`config.mk`:
```
export PLATFORM = sky130hd
export DESIGN_NAME = gtxe2_comm_qpll_refclk_ctrl
export DESIGN_NICKNAME = d
export VERILOG_FILES = /design/src/rtl/gtxe2_comm_qpll_refclk_ctrl.sv
export SDC_FILE = /design/constraint.sdc
export NUM_CORES = 1
export LEC_CHECK = 0
export CAP_MARGIN = 10
export CORE_UTILIZATION = 45
export CTS_CLUSTER_SIZE = 16
export DETAILED_ROUTE_END_ITERATION = 16
export PLACE_DENSITY = 0.76
export SLEW_MARGIN = 30
export SYNTH_ARGS = -nofsm -noshare
export SYNTH_HDL_FRONTEND = slang
export SYNTH_SLANG_ARGS = --single-unit
export TNS_END_PERCENT = 1
```
`constraint.sdc`:
```
create_clock -name clk -period 6 [get_ports clk]
set_input_delay 1.8 -clock clk [delete_from_list [all_inputs] [get_ports clk]]
set_output_delay 1.8 -clock clk [all_outputs]
set_load 0.01 [all_outputs]
```
`src/rtl/gtxe2_comm_qpll_refclk_ctrl.sv`:
```
// QPLL reference-clock select and reset sequencer.
// The select only moves while QPLLRESET is asserted. After reset release and a
// settle period, it waits for a filtered lock. It then reports lock, timeout
// and lock loss.
//
// state         | meaning
// --------------+------------------------------------------------------------
// ST_ASSERT_RST | QPLLRESET held high, counting down RESET_CYCLES
// ST_SETTLE     | QPLLRESET released, waiting SETTLE_CYCLES before sampling lock
// ST_WAIT_LOCK  | filtering synchronized lock, bounded by LOCK_TIMEOUT
// ST_LOCKED     | lock qualified; accepts requests, watches for lock loss
// ST_FAILED     | lock timed out; accepts requests, no automatic retry
module gtxe2_comm_qpll_refclk_ctrl #(
    parameter logic [2:0] DEFAULT_SEL   = 3'b001,
    parameter int         RESET_CYCLES  = 16,
    parameter int         SETTLE_CYCLES = 64,
    parameter int         LOCK_FILTER   = 8,
    parameter int         LOCK_TIMEOUT  = 4096,
    parameter int         CNT_WIDTH     = 16
) (
    input  logic       clk,
    input  logic       rst_n,
    input  logic [2:0] req_sel,
    input  logic       req_valid,
    output logic       req_ready,
    input  logic       qplllock,
    output logic [2:0] qpllrefclksel,
    output logic       qpllreset,
    output logic       locked,
    output logic       busy,
    output logic       done,
    output logic       timeout_err,
    output logic       req_err,
    output logic [7:0] loss_cnt
);

    typedef enum logic [2:0] {
        ST_ASSERT_RST,
        ST_SETTLE,
        ST_WAIT_LOCK,
        ST_LOCKED,
        ST_FAILED
    } state_t;

    localparam int FILT_W = $clog2(LOCK_FILTER + 1);
    localparam logic [CNT_WIDTH-1:0] RST_LOAD    = CNT_WIDTH'(RESET_CYCLES - 1);
    localparam logic [CNT_WIDTH-1:0] SETTLE_LOAD = CNT_WIDTH'(SETTLE_CYCLES - 1);
    localparam logic [CNT_WIDTH-1:0] TO_LOAD     = CNT_WIDTH'(LOCK_TIMEOUT - 1);
    localparam logic [FILT_W-1:0]    FILT_MAX    = FILT_W'(LOCK_FILTER);

    state_t               state_q, state_d;
    logic [CNT_WIDTH-1:0] cnt_q, cnt_d;
    logic [FILT_W-1:0]    filt_q, filt_d, filt_nxt;
    logic                 lock_m, lock_s;
    logic [2:0]           sel_d;
    logic                 timeout_d, done_d, req_err_d;
    logic [7:0]           loss_d;
    logic                 accept;

    // two-flop synchronizer for the asynchronous QPLL lock
    always_ff @(posedge clk or negedge rst_n) begin
        if (!rst_n) begin
            lock_m <= 1'b0;
            lock_s <= 1'b0;
        end else begin
            lock_m <= qplllock;
            lock_s <= lock_m;
        end
    end

    // consecutive-lock filter value for this cycle, saturating at LOCK_FILTER
    always_comb begin
        filt_nxt = '0;
        if (lock_s) begin
            filt_nxt = (filt_q == FILT_MAX) ? filt_q : filt_q + FILT_W'(1);
        end
    end

    // next-state, counter and registered-output decode
    always_comb begin
        state_d   = state_q;
        cnt_d     = cnt_q;
        filt_d    = filt_nxt;
        sel_d     = qpllrefclksel;
        timeout_d = timeout_err;
        done_d    = 1'b0;
        req_err_d = 1'b0;
        loss_d    = loss_cnt;
        accept    = req_valid & req_ready;

        case (state_q)
            ST_ASSERT_RST: begin
                if (cnt_q == '0) begin
                    state_d = ST_SETTLE;
                    cnt_d   = SETTLE_LOAD;
                end else begin
                    cnt_d = cnt_q - CNT_WIDTH'(1);
                end
            end
            ST_SETTLE: begin
                if (cnt_q == '0) begin
                    state_d = ST_WAIT_LOCK;
                    cnt_d   = TO_LOAD;
                    filt_d  = '0;
                end else begin
                    cnt_d = cnt_q - CNT_WIDTH'(1);
                end
            end
            ST_WAIT_LOCK: begin
                // lock takes priority over a timeout in the same cycle
                if (filt_nxt == FILT_MAX) begin
                    state_d = ST_LOCKED;
                    done_d  = 1'b1;
                end else if (cnt_q == '0) begin
                    state_d   = ST_FAILED;
                    timeout_d = 1'b1;
                end else begin
                    cnt_d = cnt_q - CNT_WIDTH'(1);
                end
            end
            ST_LOCKED: begin
                if (!lock_s) begin
                    state_d = ST_ASSERT_RST;
                    cnt_d   = RST_LOAD;
                    loss_d  = (loss_cnt == 8'hFF) ? loss_cnt : loss_cnt + 8'd1;
                end
            end
            ST_FAILED: begin
                state_d = ST_FAILED;
            end
            default: begin
                state_d = ST_ASSERT_RST;
                cnt_d   = RST_LOAD;
            end
        endcase

        // a valid request overrides a coincident lock loss; the loss is still counted
        if (accept) begin
            if (req_sel == 3'b000) begin
                req_err_d = 1'b1;
            end else begin
                sel_d     = req_sel;
                state_d   = ST_ASSERT_RST;
                cnt_d     = RST_LOAD;
                timeout_d = 1'b0;
            end
        end
    end

    // state, counters and all outputs registered together
    always_ff @(posedge clk or negedge rst_n) begin
        if (!rst_n) begin
            state_q       <= ST_ASSERT_RST;
            cnt_q         <= RST_LOAD;
            filt_q        <= '0;
            qpllrefclksel <= DEFAULT_SEL;
            qpllreset     <= 1'b1;
            busy          <= 1'b1;
            req_ready     <= 1'b0;
            locked        <= 1'b0;
            done          <= 1'b0;
            timeout_err   <= 1'b0;
            req_err       <= 1'b0;
            loss_cnt      <= 8'd0;
        end else begin
            state_q       <= state_d;
            cnt_q         <= cnt_d;
            filt_q        <= filt_d;
            qpllrefclksel <= sel_d;
            qpllreset     <= (state_d == ST_ASSERT_RST);
            busy          <= (state_d == ST_ASSERT_RST) || (state_d == ST_SETTLE) ||
                             (state_d == ST_WAIT_LOCK);
            req_ready     <= (state_d == ST_LOCKED) || (state_d == ST_FAILED);
            locked        <= (state_d == ST_LOCKED);
            done          <= done_d;
            timeout_err   <= timeout_d;
            req_err       <= req_err_d;
            loss_cnt      <= loss_d;
        end
    end

endmodule
```
======== After elaboration in Yosys (flattened, before gate mapping) ========
Cells that the tools add are included.
word-level totals
  register bits ........................... 43
  input bits .............................. 7
  output and inout bits ................... 18
  logic and storage cells ................. 70
cells by class
  add/subtract/negate cells ............... 3
  equal/unequal tests ..................... 11
  multiplexer cells ....................... 29
  bitwise operators ....................... 4
  reductions and logical operators ........ 9
operators by type and width
  cell                     number
  $mux W16                 7
  $pmux W16 S5             1
  $mux W3                  7
  $logic_not A16 Y1        1
  $mux W4                  4
  $sub A16 B1 Y16 const B  1
  $pmux W3 S5              1
  $eq A3 B2 Y1 const B     4
  $logic_not A3 Y1         3
  $mux W1                  9
  $add A8 B1 Y8 const B    1
  $eq A4 B4 Y1 const B     2
  $eq A8 B8 Y1 const B     1
  $eq A3 B1 Y1 const B     2
  $eq A3 B3 Y1 const B     2
  $add A4 B1 Y4 const B    1
  $logic_or A1 B1 Y1       3
  $not A1 Y1               3
  $reduce_and A3 Y1        1
  $reduce_and A2 Y1        1
  $and A1 B1 Y1            1

======== Logic depth before layout (Yosys ltp) ========
  word-level depth ........................ 11
  depth in mapped cells ................... 10
  depth with buffers taken out ............ 9

======== Worst setup path before layout ========
No wires, ideal clock.
  kind .................................... input-to-reg
  from .................................... in req_sel[1]
  to ...................................... reg cnt_q[15]
  setup time .............................. 0.064 ns
  arrival time ............................ 3.100 ns
  required time ........................... 5.936 ns
  path slack .............................. 2.836 ns
  stages on the path ...................... 5
  path buffers ............................ 0
  path through ............................ o311ai_4 nand2_2 o41ai_4 nor4b_1 a211o_1
on the way
  word-level cells in the longest chain between the ends .. 3
RTL lines
  element                 RTL line  source
  start: declaration      23        input logic [2:0] req_sel,
  $logic_not A3 Y1        139       if (req_sel == 3'b000) begin
  $mux W16                139
  $mux W16                138       if (accept) begin
  net cnt_d[15]           52        logic [CNT_WIDTH-1:0] cnt_q, cnt_d;
  end signal: assignment  167       cnt_q <= cnt_d;
  end: declaration        52
The timed path passes the listed nets, and every way through them passes these cells.
A chain may end at the register's enable or synchronous reset.

======== Final worst setup path ========
Same ends and word-level chain as after synthesis.

==> flow_summary_export.csv <==
group,metric,value,unit
status,status,"finished clean",
detailed_routing,drt-met1-wl,2691,microns
layout,seqCellArea,1085,sq um
layout,antenna_cells,0,
logic_synthesis,syn_area,2655,sq um
sta,fin_crit_sh,0.6115,
detailed_routing,num_vias,2331,
worst_setup_path,start_kind,"input pin",
global_route,grt_max_degree,44,
layout,multi_input_area,1445,sq um
cts,clockRootBuffer,"clkbuf_8",
detailed_routing,wl,6282,microns
worst_setup_path,cp_cell_sequence,"clkdlybuf4s50_1 > o311ai_4 > nand2_2 > o41ai_4 > nor4b_1 > a211o_1",
sta,fin_ws,2331,ps
detailed_routing,postRouteAntennaNets,0,
detailed_routing,vias_per_cell,6.249,
logic_synthesis,synth_top_area_frac,0.3393,
worst_setup_path,cp_num_buf_inv,1,
logic_synthesis,syn_area_per_cell,9.316,sq um
layout,final_cells,373,
detailed_routing,drt-initial-drc-count,238,
sta,setup-violations-final,0,
logic_synthesis,synth-seq-area-share,0.4086,
detailed_routing,wl_met2,3034,microns
global_route,grt_use_total,0.2194,
cts,post-cts-setup-buffers,0,
cts,htreeDepth,2,
hold_path,hold_path.class,"flop to flop",
die,coreArea,5608,sq um
global_route,grt_pass1_wl,10650,microns
sta,relSlewSlack,0.3940,
die,rows,27,
sta,hold_viol,0,
pwr,p_leak,1.212,nW
placement,portBuffers,24,
pwr,power,0.0005497,W
detailed_routing,routedWlPerCell,16.84,microns
worst_setup_path,worst_path_largest_cell_delay,480,ps
cts,cts-buffers-inserted,5,
layout,mostFrequentLayoutCells,"36 x dfrtp_1, 25 x nor2_1, 23 x clkdlybuf4s50_1, 17 x a21oi_1, 17 x nand2_1",
die,die-area,6211,sq um
logic_synthesis,ys.flop_type,"dfrtp_1",
global_route,grt-ovfl-total,0,
logic_synthesis,syn_inst,285,
placement,routabilityCongestion,0.9327,
sta,tightestPinTransition,905.7,ps
placement,hpwl,4342,microns
die,die_w,78.81,microns
logic_synthesis,synth_cell_types,60,
pwr,ir_drop,153.2,uV
run,drv_cap,0,
die,die_y,78.81,microns
die,ios,25,
sta,fmax,272.5,MHz
global_route,antenna_found_initial,0,
sta,layout_min_cycle_time,3669,ps
cts,clk_path_buf_depth,2,
placement,dp.cells,365,
layout,filler_cell_count,509,
sta,drv_slew,0,
cts,insertion_delay,300,ps
layout,layout-drive-gt1-share,0.1130,
worst_setup_path,crit_family,"compound AO/OA/AOI/OAI gates",
logic_synthesis,synth.net_count,297,
worst_setup_path,critPathArrivalTime,3910,ps
cts,clock_sinks,43,
sta,rsz0062_at_grt,"false",
detailed_routing,route.met3.wl,410,microns
logic_synthesis,ys_ff_latch,43,
worst_setup_path,path_max_fanout,15,
layout,area_delta_synth_final,13.76,%
die,start_util,0.4734,
cts,cts_resized,0,
cts,ctsHoldBuffers,0,
layout,final_common_cell,"dfrtp_1",
sta,clock_skew,5.137,ps
worst_setup_path,criticalPathCategory,"input pin to flop",
worst_setup_path,end_kind,"flop",
cts,cts.clk_slew.worst_paths,80,ps
detailed_routing,firstDrtPassIters,7,
detailed_routing,drc,0,
placement,post_dp_cell_area,2900,sq um
worst_setup_path,worst_ep_required_time,6240,ps
sta,setup-tns-final,0,ps
logic_synthesis,yosys.area.top_type,"dfrtp_1",
pwr,power_density,182.0,nW/um^2
layout,final_area,3020,sq um
logic_synthesis,yosys-top-cells-area,"dfrtp_1 34%, dfstp_2 6.9%, nor2_1 3.5%",
global_route,grt_pass1_vias,2312,
cts,cts_tree,"done",
logic_synthesis,async_reset_ff_frac,1.000,
placement,pre_cts_ws,1993,ps
detailed_routing,top_layer,"met4",
logic_synthesis,ys_warn_count,0,
worst_setup_path,cp_slowest_cell,"clkdlybuf4s50_1",
layout,nets,312,
logic_synthesis,synth-edff-count,0,
==> power by group <==
group | internal [W] | total (W) | switching (W) | leakage, nW
clock network | 0.000135 | 0.000235 | 0.000100 | 0.0612
registers | 0.000292 | 0.000295 | 0.00000333 | 0.559
logic | 0.00000700 | 0.0000193 | 0.0000123 | 0.592
total | 0.000434 | 0.000550 | 0.000116 | 1.21
==> cells by family (layout without fill, tap and decap cells) <==
group,after synthesis,after routing,share of synthesized area
buf+inv,28,44,0.04713
flops,43,43,0.4086
compound gates,89,89,0.2385
fa+ha+maj,5,5,0.02356
mux,5,5,0.02120
xor+xnor,12,12,0.03958
simple gates,103,103,0.2215
==> synthesized netlist by cell type, types with 3 or more instances <==
master     number
ha_1            5
dfrtp_1        36
o21ai_1        10
and2_1          5
nand4_1         4
xor2_1          7
nand3_1        11
a21o_1          4
dfstp_2         7
o21a_1          6
a32oi_1         4
a31oi_1         4
nor2b_1         4
nor3_1          8
nand2_1        17
nor4_1          6
inv_1          10
nor2_1         25
o31ai_1         3
nand2b_1        4
o21ai_0        13
clkbuf_1        7
or3_1           4
o2111ai_1       6
mux2_2          4
xnor2_1         5
a21oi_1        17
buf_2           7
==> layer usage <==
layer / up-vias / GRT usage
met2: 117 / 0.3565
met1: 1112 / 0.2814
li1: 1082 / -
met3: 20 / 0.04253
met5: - / 0
met4: 0 / 0.1018
==> final timing paths <==
| kind | startpoint | endpoint | slack [ps] | cells after the start |
|---|---|---|---|---|
| max in group asynchronous | rst_n | qpllreset | 4130 | 1 |
| max reg2reg | cnt_q[0] | qpllreset | 3450 | 9 |
| min in group asynchronous | rst_n | loss_cnt[3] | 1480 | 1 |
| min reg2reg | lock_m | lock_s | 380 | 0 |
| min | lock_m | lock_s | 380 | 0 |
| max | req_sel[1] | cnt_q[15] | 2330 | 6 |
==> through the flow <==
stage / utilization / hold slack (ps)
final: 0.5386 / 375.2
after global routing: 0.5386 / 374.6
after CTS: 0.5382 / 375.2
after detailed placement: 0.5172 / 357.5
after global placement: 0.5172 / 332.3
after floorplan: - / 331.2
==> flip-flops by register name, indices dropped and copies added, names as in the netlist, 3 cells and up <==
signal and count:
qpllrefclksel 3, filt_q 4, state_q 3, loss_cnt 8, cnt_q 16
==> cell type report <==
type | count | share of cell area
Sequential cell | 43 | 0.3592
Inverter | 12 | 0.01491
Timing Repair Buffer | 24 | 0.07871
Tap cell | 72 | 0.02983
Clock inverter | 2 | 0.01160
Clock buffer | 6 | 0.02734
Multi-Input combinational cell | 214 | 0.4785
(Power assumes the default switching activity.)
==> patch 1, RTL diff (same flow settings) <==
Change the parameter `LOCK_FILTER` from 8 to 16.
--- a/src/rtl/gtxe2_comm_qpll_refclk_ctrl.sv
+++ b/src/rtl/gtxe2_comm_qpll_refclk_ctrl.sv
@@ -14,7 +14,7 @@
     parameter logic [2:0] DEFAULT_SEL   = 3'b001,
     parameter int         RESET_CYCLES  = 16,
     parameter int         SETTLE_CYCLES = 64,
-    parameter int         LOCK_FILTER   = 8,
+    parameter int         LOCK_FILTER   = 16,
     parameter int         LOCK_TIMEOUT  = 4096,
     parameter int         CNT_WIDTH     = 16
 ) (
Function: no difference found for any inputs over 10 cycles, from zero or initial values and one cycle with rst_n low; that may be too few to reach the edited logic, so the function may still have changed.
==> patch 1 against the original RTL <==
Area after synthesis grew 1.6%; global-route usage down 0.35 points; sequential cell count grew 1; final area rose by 1.8%; worst setup slack got worse by 0.092 ns; wire length is 1.5% higher.
Power is not compared: it rests on default switching activity, and its combinational part moved more than twofold at a synthesized area within 25%.
==> patch 1: results (changes against the original RTL) <==
GRT Total Usage=0.216 (was 0.219); global routing met2 resource utilization=0.342 (was 0.357); Max transition margin=0.538 (was 0.394); mux contribution to synthesized area=0.0237 (was 0.0212); post-synth cell types=63 (was 60); clk_skew=0.00881 ns (was 0.00514 ns); area fraction in compound gates after synthesis=0.180 (was 0.238); leading post-synthesis cells by cell area=sky130_fd_sc_hd__dfrtp_1 34%, sky130_fd_sc_hd__dfstp_2 6.8%, sky130_fd_sc_hd__nor2_1 4.2%, sky130_fd_sc_hd__xnor2_1 3.9%, sky130_fd_sc_hd__o21ai_0 3.5% (was sky130_fd_sc_hd__dfrtp_1 34%, sky130_fd_sc_hd__dfstp_2 6.9%, sky130_fd_sc_hd__nor2_1 3.5%, sky130_fd_sc_hd__a21oi_1 3.2%, sky130_fd_sc_hd__o21ai_0 2.5%); worst endpoint data arrival time=3.98 ns (was 3.91 ns); run status=completed (unchanged); register area share after synthesis=0.412 (was 0.409); maximum number of pins on one net before global-route repair=45 (was 44); Main synth FF type=sky130_fd_sc_hd__dfrtp_1 (unchanged); vias after detailed routing=2374 (was 2331); combinational family with the most area after synthesis=simple AND/OR/NAND/NOR gates (was compound AO/OA/AOI/OAI gates); GP Congestion=0.913 (was 0.933); largest registers ranked by flip-flop count=cnt_q (16), loss_cnt (8), filt_q (5) (was cnt_q (16), loss_cnt (8), filt_q (4)); Detail Placement HPWL=4390 um (was 4340 um); met1 WL=2780 um (was 2690 um); length of the first detailed-routing pass in iterations=5 (was 7); vias in the first global route=2106 (was 2312); highest net fanout along the worst path=10 (was 15); met3 demand-to-capacity share in global routing=0.0354 (was 0.0425); total wire length after detailed routing=6380 um (was 6280 um); Filler Cell Count=502 (was 509); most numerous cell types in the synthesized netlist=37 x sky130_fd_sc_hd__dfrtp_1, 30 x sky130_fd_sc_hd__nor2_1, 25 x sky130_fd_sc_hd__nand2_1 (was 36 x sky130_fd_sc_hd__dfrtp_1, 25 x sky130_fd_sc_hd__nor2_1, 17 x sky130_fd_sc_hd__a21oi_1, 17 x sky130_fd_sc_hd__nand2_1, 13 x sky130_fd_sc_hd__o21ai_0); Slowest cell on crit path=sky130_fd_sc_hd__o311ai_2 (was sky130_fd_sc_hd__clkdlybuf4s50_1); Port Buffer Count=24 (unchanged); length in cells of the worst reg-to-reg path=8 (was 9); DR WL met2=3070 um (was 3030 um); global-route track usage on met1=0.305 (was 0.281); share of final-layout standard cells stronger than drive strength 1=0.119 (was 0.113); met3 routed WL=451 um (was 410 um); Worst-Skew Late Latency=0.31 ns; number of nets produced by synthesis=302 (was 297); xor and xnor area share after synthesis=0.0585 (was 0.0396); Worst path max stage delay=0.63 ns (was 0.48 ns); initial DRC count=266 (was 238); area share of fa/ha/maj cells after synthesis=0.0232 (was 0.0236); first-pass GRT wire length=10600 um (about the same); Final Net Count=322 (was 312); Tightest Hold Check Type=reg -> reg (unchanged); max-slew violation total from the final report=0 (unchanged)
[patch 1: final timing paths]
kind                                 start          end  slack, ns
min in group asynchronous            rst_n  loss_cnt[0]       1.48
worst max register to register    cnt_q[1]     cnt_q[1]       3.43
worst max-delay path            req_sel[1]    cnt_q[13]       2.24
max in group asynchronous            rst_n     cnt_q[3]       4.13
worst min register to register      lock_m       lock_s       0.36
worst min-delay path                lock_m       lock_s       0.36
[patch 1: power by group]
part | internal, mW | total (mW) | switching [mW]
combinational | 0.0195 | 0.0413 | 0.0218
clock | 0.125 | 0.235 | 0.110
sequential | 0.311 | 0.333 | 0.0219
[patch 1: through the flow]
stage | worst slack, ns | std cells | utilization | area [sq um] | power, mW
2_1_floorplan | 2.81 | 290 | - | 2700 | 0.366
3_3_place_gp | 2.08 | 375 | 0.524 | 2960 | 0.378
3_5_place_dp | 1.92 | 375 | 0.525 | 2960 | 0.379
4_1_cts | 2.25 | 383 | 0.545 | 3080 | 0.613
5_1_grt | 2.05 | 383 | 0.545 | 3080 | 0.635
6_report | 2.24 | 383 | 0.545 | 3080 | 0.609
[patch 1: area by class of cell]
cell class / instances / share of cell area
sequential: 44 / 0.361
clock inverter: 3 / 0.0151
inverter: 9 / 0.0110
multi-input combinational: 225 / 0.482
timing repair buffer: 25 / 0.0797
clock buffer: 5 / 0.0224
tap: 72 / 0.0293
[patch 1: kinds of logic (layout without fill, tap and decap cells)]
logic type	count (synthesis)	after routing
multiplexers	6	6
AO/OA/AOI/OAI	73	73
buffers and inverters	21	42
adder cells (fa/ha/maj)	5	5
XOR/XNOR	18	18
AND/OR/NAND/NOR	123	123
flip-flops	44	44
==> patch 2, RTL diff (same settings) <==
Made on the original files. Re-encode `state_t` (5 states) as Gray code, 3 bits wide.
--- a/src/rtl/gtxe2_comm_qpll_refclk_ctrl.sv
+++ b/src/rtl/gtxe2_comm_qpll_refclk_ctrl.sv
@@ -35,11 +35,11 @@
 );
 
     typedef enum logic [2:0] {
-        ST_ASSERT_RST,
-        ST_SETTLE,
-        ST_WAIT_LOCK,
-        ST_LOCKED,
-        ST_FAILED
+        ST_ASSERT_RST = 3'b000,
+        ST_SETTLE     = 3'b001,
+        ST_WAIT_LOCK  = 3'b011,
+        ST_LOCKED     = 3'b010,
+        ST_FAILED     = 3'b110
     } state_t;
 
     localparam int FILT_W = $clog2(LOCK_FILTER + 1);
Formal check against the unedited RTL: no difference found for any inputs over 10 cycles, from zero or initial values and one cycle with rst_n low; not proved beyond that.
==> patch 2 against the original RTL <==
Critical path depth unchanged; final area down 4.8%; register-to-register slack worse by 0.27 ns; worst setup slack got worse by 0.20 ns; sequential cell count unchanged; clock skew about the same; wire length down 6.3%; utilization rose by 1.0 points; area after synthesis fell by 5.2%.
Power is not compared: it rests on default switching activity, and its combinational part moved more than twofold at a synthesized area within 25%.
==> patch 2: results (changes against the original RTL) <==
GRT Total Usage=0.212 (was 0.219); Detail Placement HPWL=4030 um (was 4340 um); most numerous cell types in the synthesized netlist=36 x sky130_fd_sc_hd__dfrtp_1, 27 x sky130_fd_sc_hd__nor2_1, 20 x sky130_fd_sc_hd__nand2_1 (was 36 x sky130_fd_sc_hd__dfrtp_1, 25 x sky130_fd_sc_hd__nor2_1, 17 x sky130_fd_sc_hd__a21oi_1, 17 x sky130_fd_sc_hd__nand2_1, 13 x sky130_fd_sc_hd__o21ai_0); pre-CTS WS=1.94 ns (was 1.99 ns); Final Net Count=294 (was 312); first-pass GRT wire length=9970 um (was 10600 um); clk_skew=0.00476 ns (was 0.00514 ns); endpoints failing setup=0 (unchanged); Yosys Warn Count=0 (unchanged); Filler Cell Count=466 (was 509); highest net fanout along the worst path=9 (was 15); cts repair resizes=0 (unchanged); register area share after synthesis=0.431 (was 0.409); share of final-layout standard cells stronger than drive strength 1=0.120 (was 0.113); met3 demand-to-capacity share in global routing=0.0405 (was 0.0425); global-route track usage on met1=0.285 (was 0.281); length of the first detailed-routing pass in iterations=5 (was 7); Port Buffer Count=24 (unchanged); global routing met2 resource utilization=0.333 (was 0.357); worst endpoint data arrival time=4.10 ns (was 3.91 ns); post-synth cell types=64 (was 60); total wire length after detailed routing=5890 um (was 6280 um); design internal power=0.683 mW; count of buffers added by post-CTS timing repair for setup=0 (unchanged); mean number of vias per cell=6.04 (was 6.25); reported combinational group power=0.387 mW; met3 routed WL=243 um (was 410 um); maximum number of pins on one net before global-route repair=44 (unchanged); GP Congestion=0.906 (was 0.933); run status=completed (unchanged); fraction of registers with async set/reset=1.00 (unchanged); DR WL met2=2770 um (was 3030 um); Slowest cell on crit path=sky130_fd_sc_hd__a21oi_1 (was sky130_fd_sc_hd__clkdlybuf4s50_1); initial DRC count=180 (was 238); largest registers ranked by flip-flop count=cnt_q (16), loss_cnt (8), filt_q (4) (unchanged); Worst path max stage delay=0.61 ns (was 0.48 ns); CTS H-tree lvls=2 (unchanged); Tightest Hold Check Type=reg -> reg (unchanged); Worst-Skew Late Latency=0.30 ns (about the same); peak ir drop on the vdd network=226 uV; total congestion overflow after global routing=0 (unchanged); number of nets produced by synthesis=272 (was 297); clock transition at the registers of the reported paths=0.08 ns (about the same); number of antenna violations at the first check in global routing=0 (unchanged); met1 WL=2760 um (was 2690 um); vias in the first global route=2082 (was 2312); Max transition margin=0.412 (was 0.394); leakage power=1.28 nW; leading post-synthesis cells by cell area=sky130_fd_sc_hd__dfrtp_1 36%, sky130_fd_sc_hd__dfstp_2 7.3%, sky130_fd_sc_hd__nor2_1 4.0%, sky130_fd_sc_hd__o21ai_0 3.6%, sky130_fd_sc_hd__nand2_1 3.0% (was sky130_fd_sc_hd__dfrtp_1 34%, sky130_fd_sc_hd__dfstp_2 6.9%, sky130_fd_sc_hd__nor2_1 3.5%, sky130_fd_sc_hd__a21oi_1 3.2%, sky130_fd_sc_hd__o21ai_0 2.5%)
==> patch 2: cell count changes after synthesis, sizes merged, moves of 5 or more <==
| cell | change |
|---|---|
| a211o | +5 |
| a21oi | -8 |
| and3 | +5 |
| buf | -7 |
| nor3 | +5 |
| nor4 | -6 |
| o2111ai | -5 |
==> patch 2: area by class of cell <==
type	instances	area share
Multi-Input combinational cell	200	0.460
Sequential cell	43	0.377
Timing Repair Buffer	24	0.0827
Tap cell	70	0.0305
Clock buffer	5	0.0239
Clock inverter	3	0.0152
Inverter	8	0.0104
==> patch 2: cells by family after synthesis <==
logic type	Yosys count	share of synthesized area
muxes	6	0.0253
xor gates and xnor gates	13	0.0452
DFF	43	0.431
adders and majority gates	5	0.0249
AOI/OAI and AO/OA	70	0.193
and+or+nand+nor	106	0.236
buffers and inverters	17	0.0447
==> patch 2: stage by stage <==
stage / std cells / instance area (sq um) / power (mW) / hold slack [ns]
CTS: 353 / 2870 / 1.08 / 0.357
detailed placement: 345 / 2760 / 0.848 / 0.337
floorplan: 260 / 2520 / 0.732 / 0.331
finish: 353 / 2880 / 1.08 / 0.354
global route: 353 / 2880 / 1.15 / 0.360
global placement: 345 / 2760 / 0.836 / 0.340
==> patch 2: final timing paths <==
check / from / to / slack (ns) / cells after the start
worst max-delay path: req_sel[1] / cnt_q[13] / 2.13 / 6
worst min-delay path: lock_m / lock_s / 0.35 / 0
worst max register to register: filt_q[0] / cnt_q[13] / 3.18 / 8
worst min register to register: lock_m / lock_s / 0.35 / 0
max in group asynchronous: rst_n / cnt_q[3] / 4.15 / 1
min in group asynchronous: rst_n / filt_q[0] / 1.47 / 1
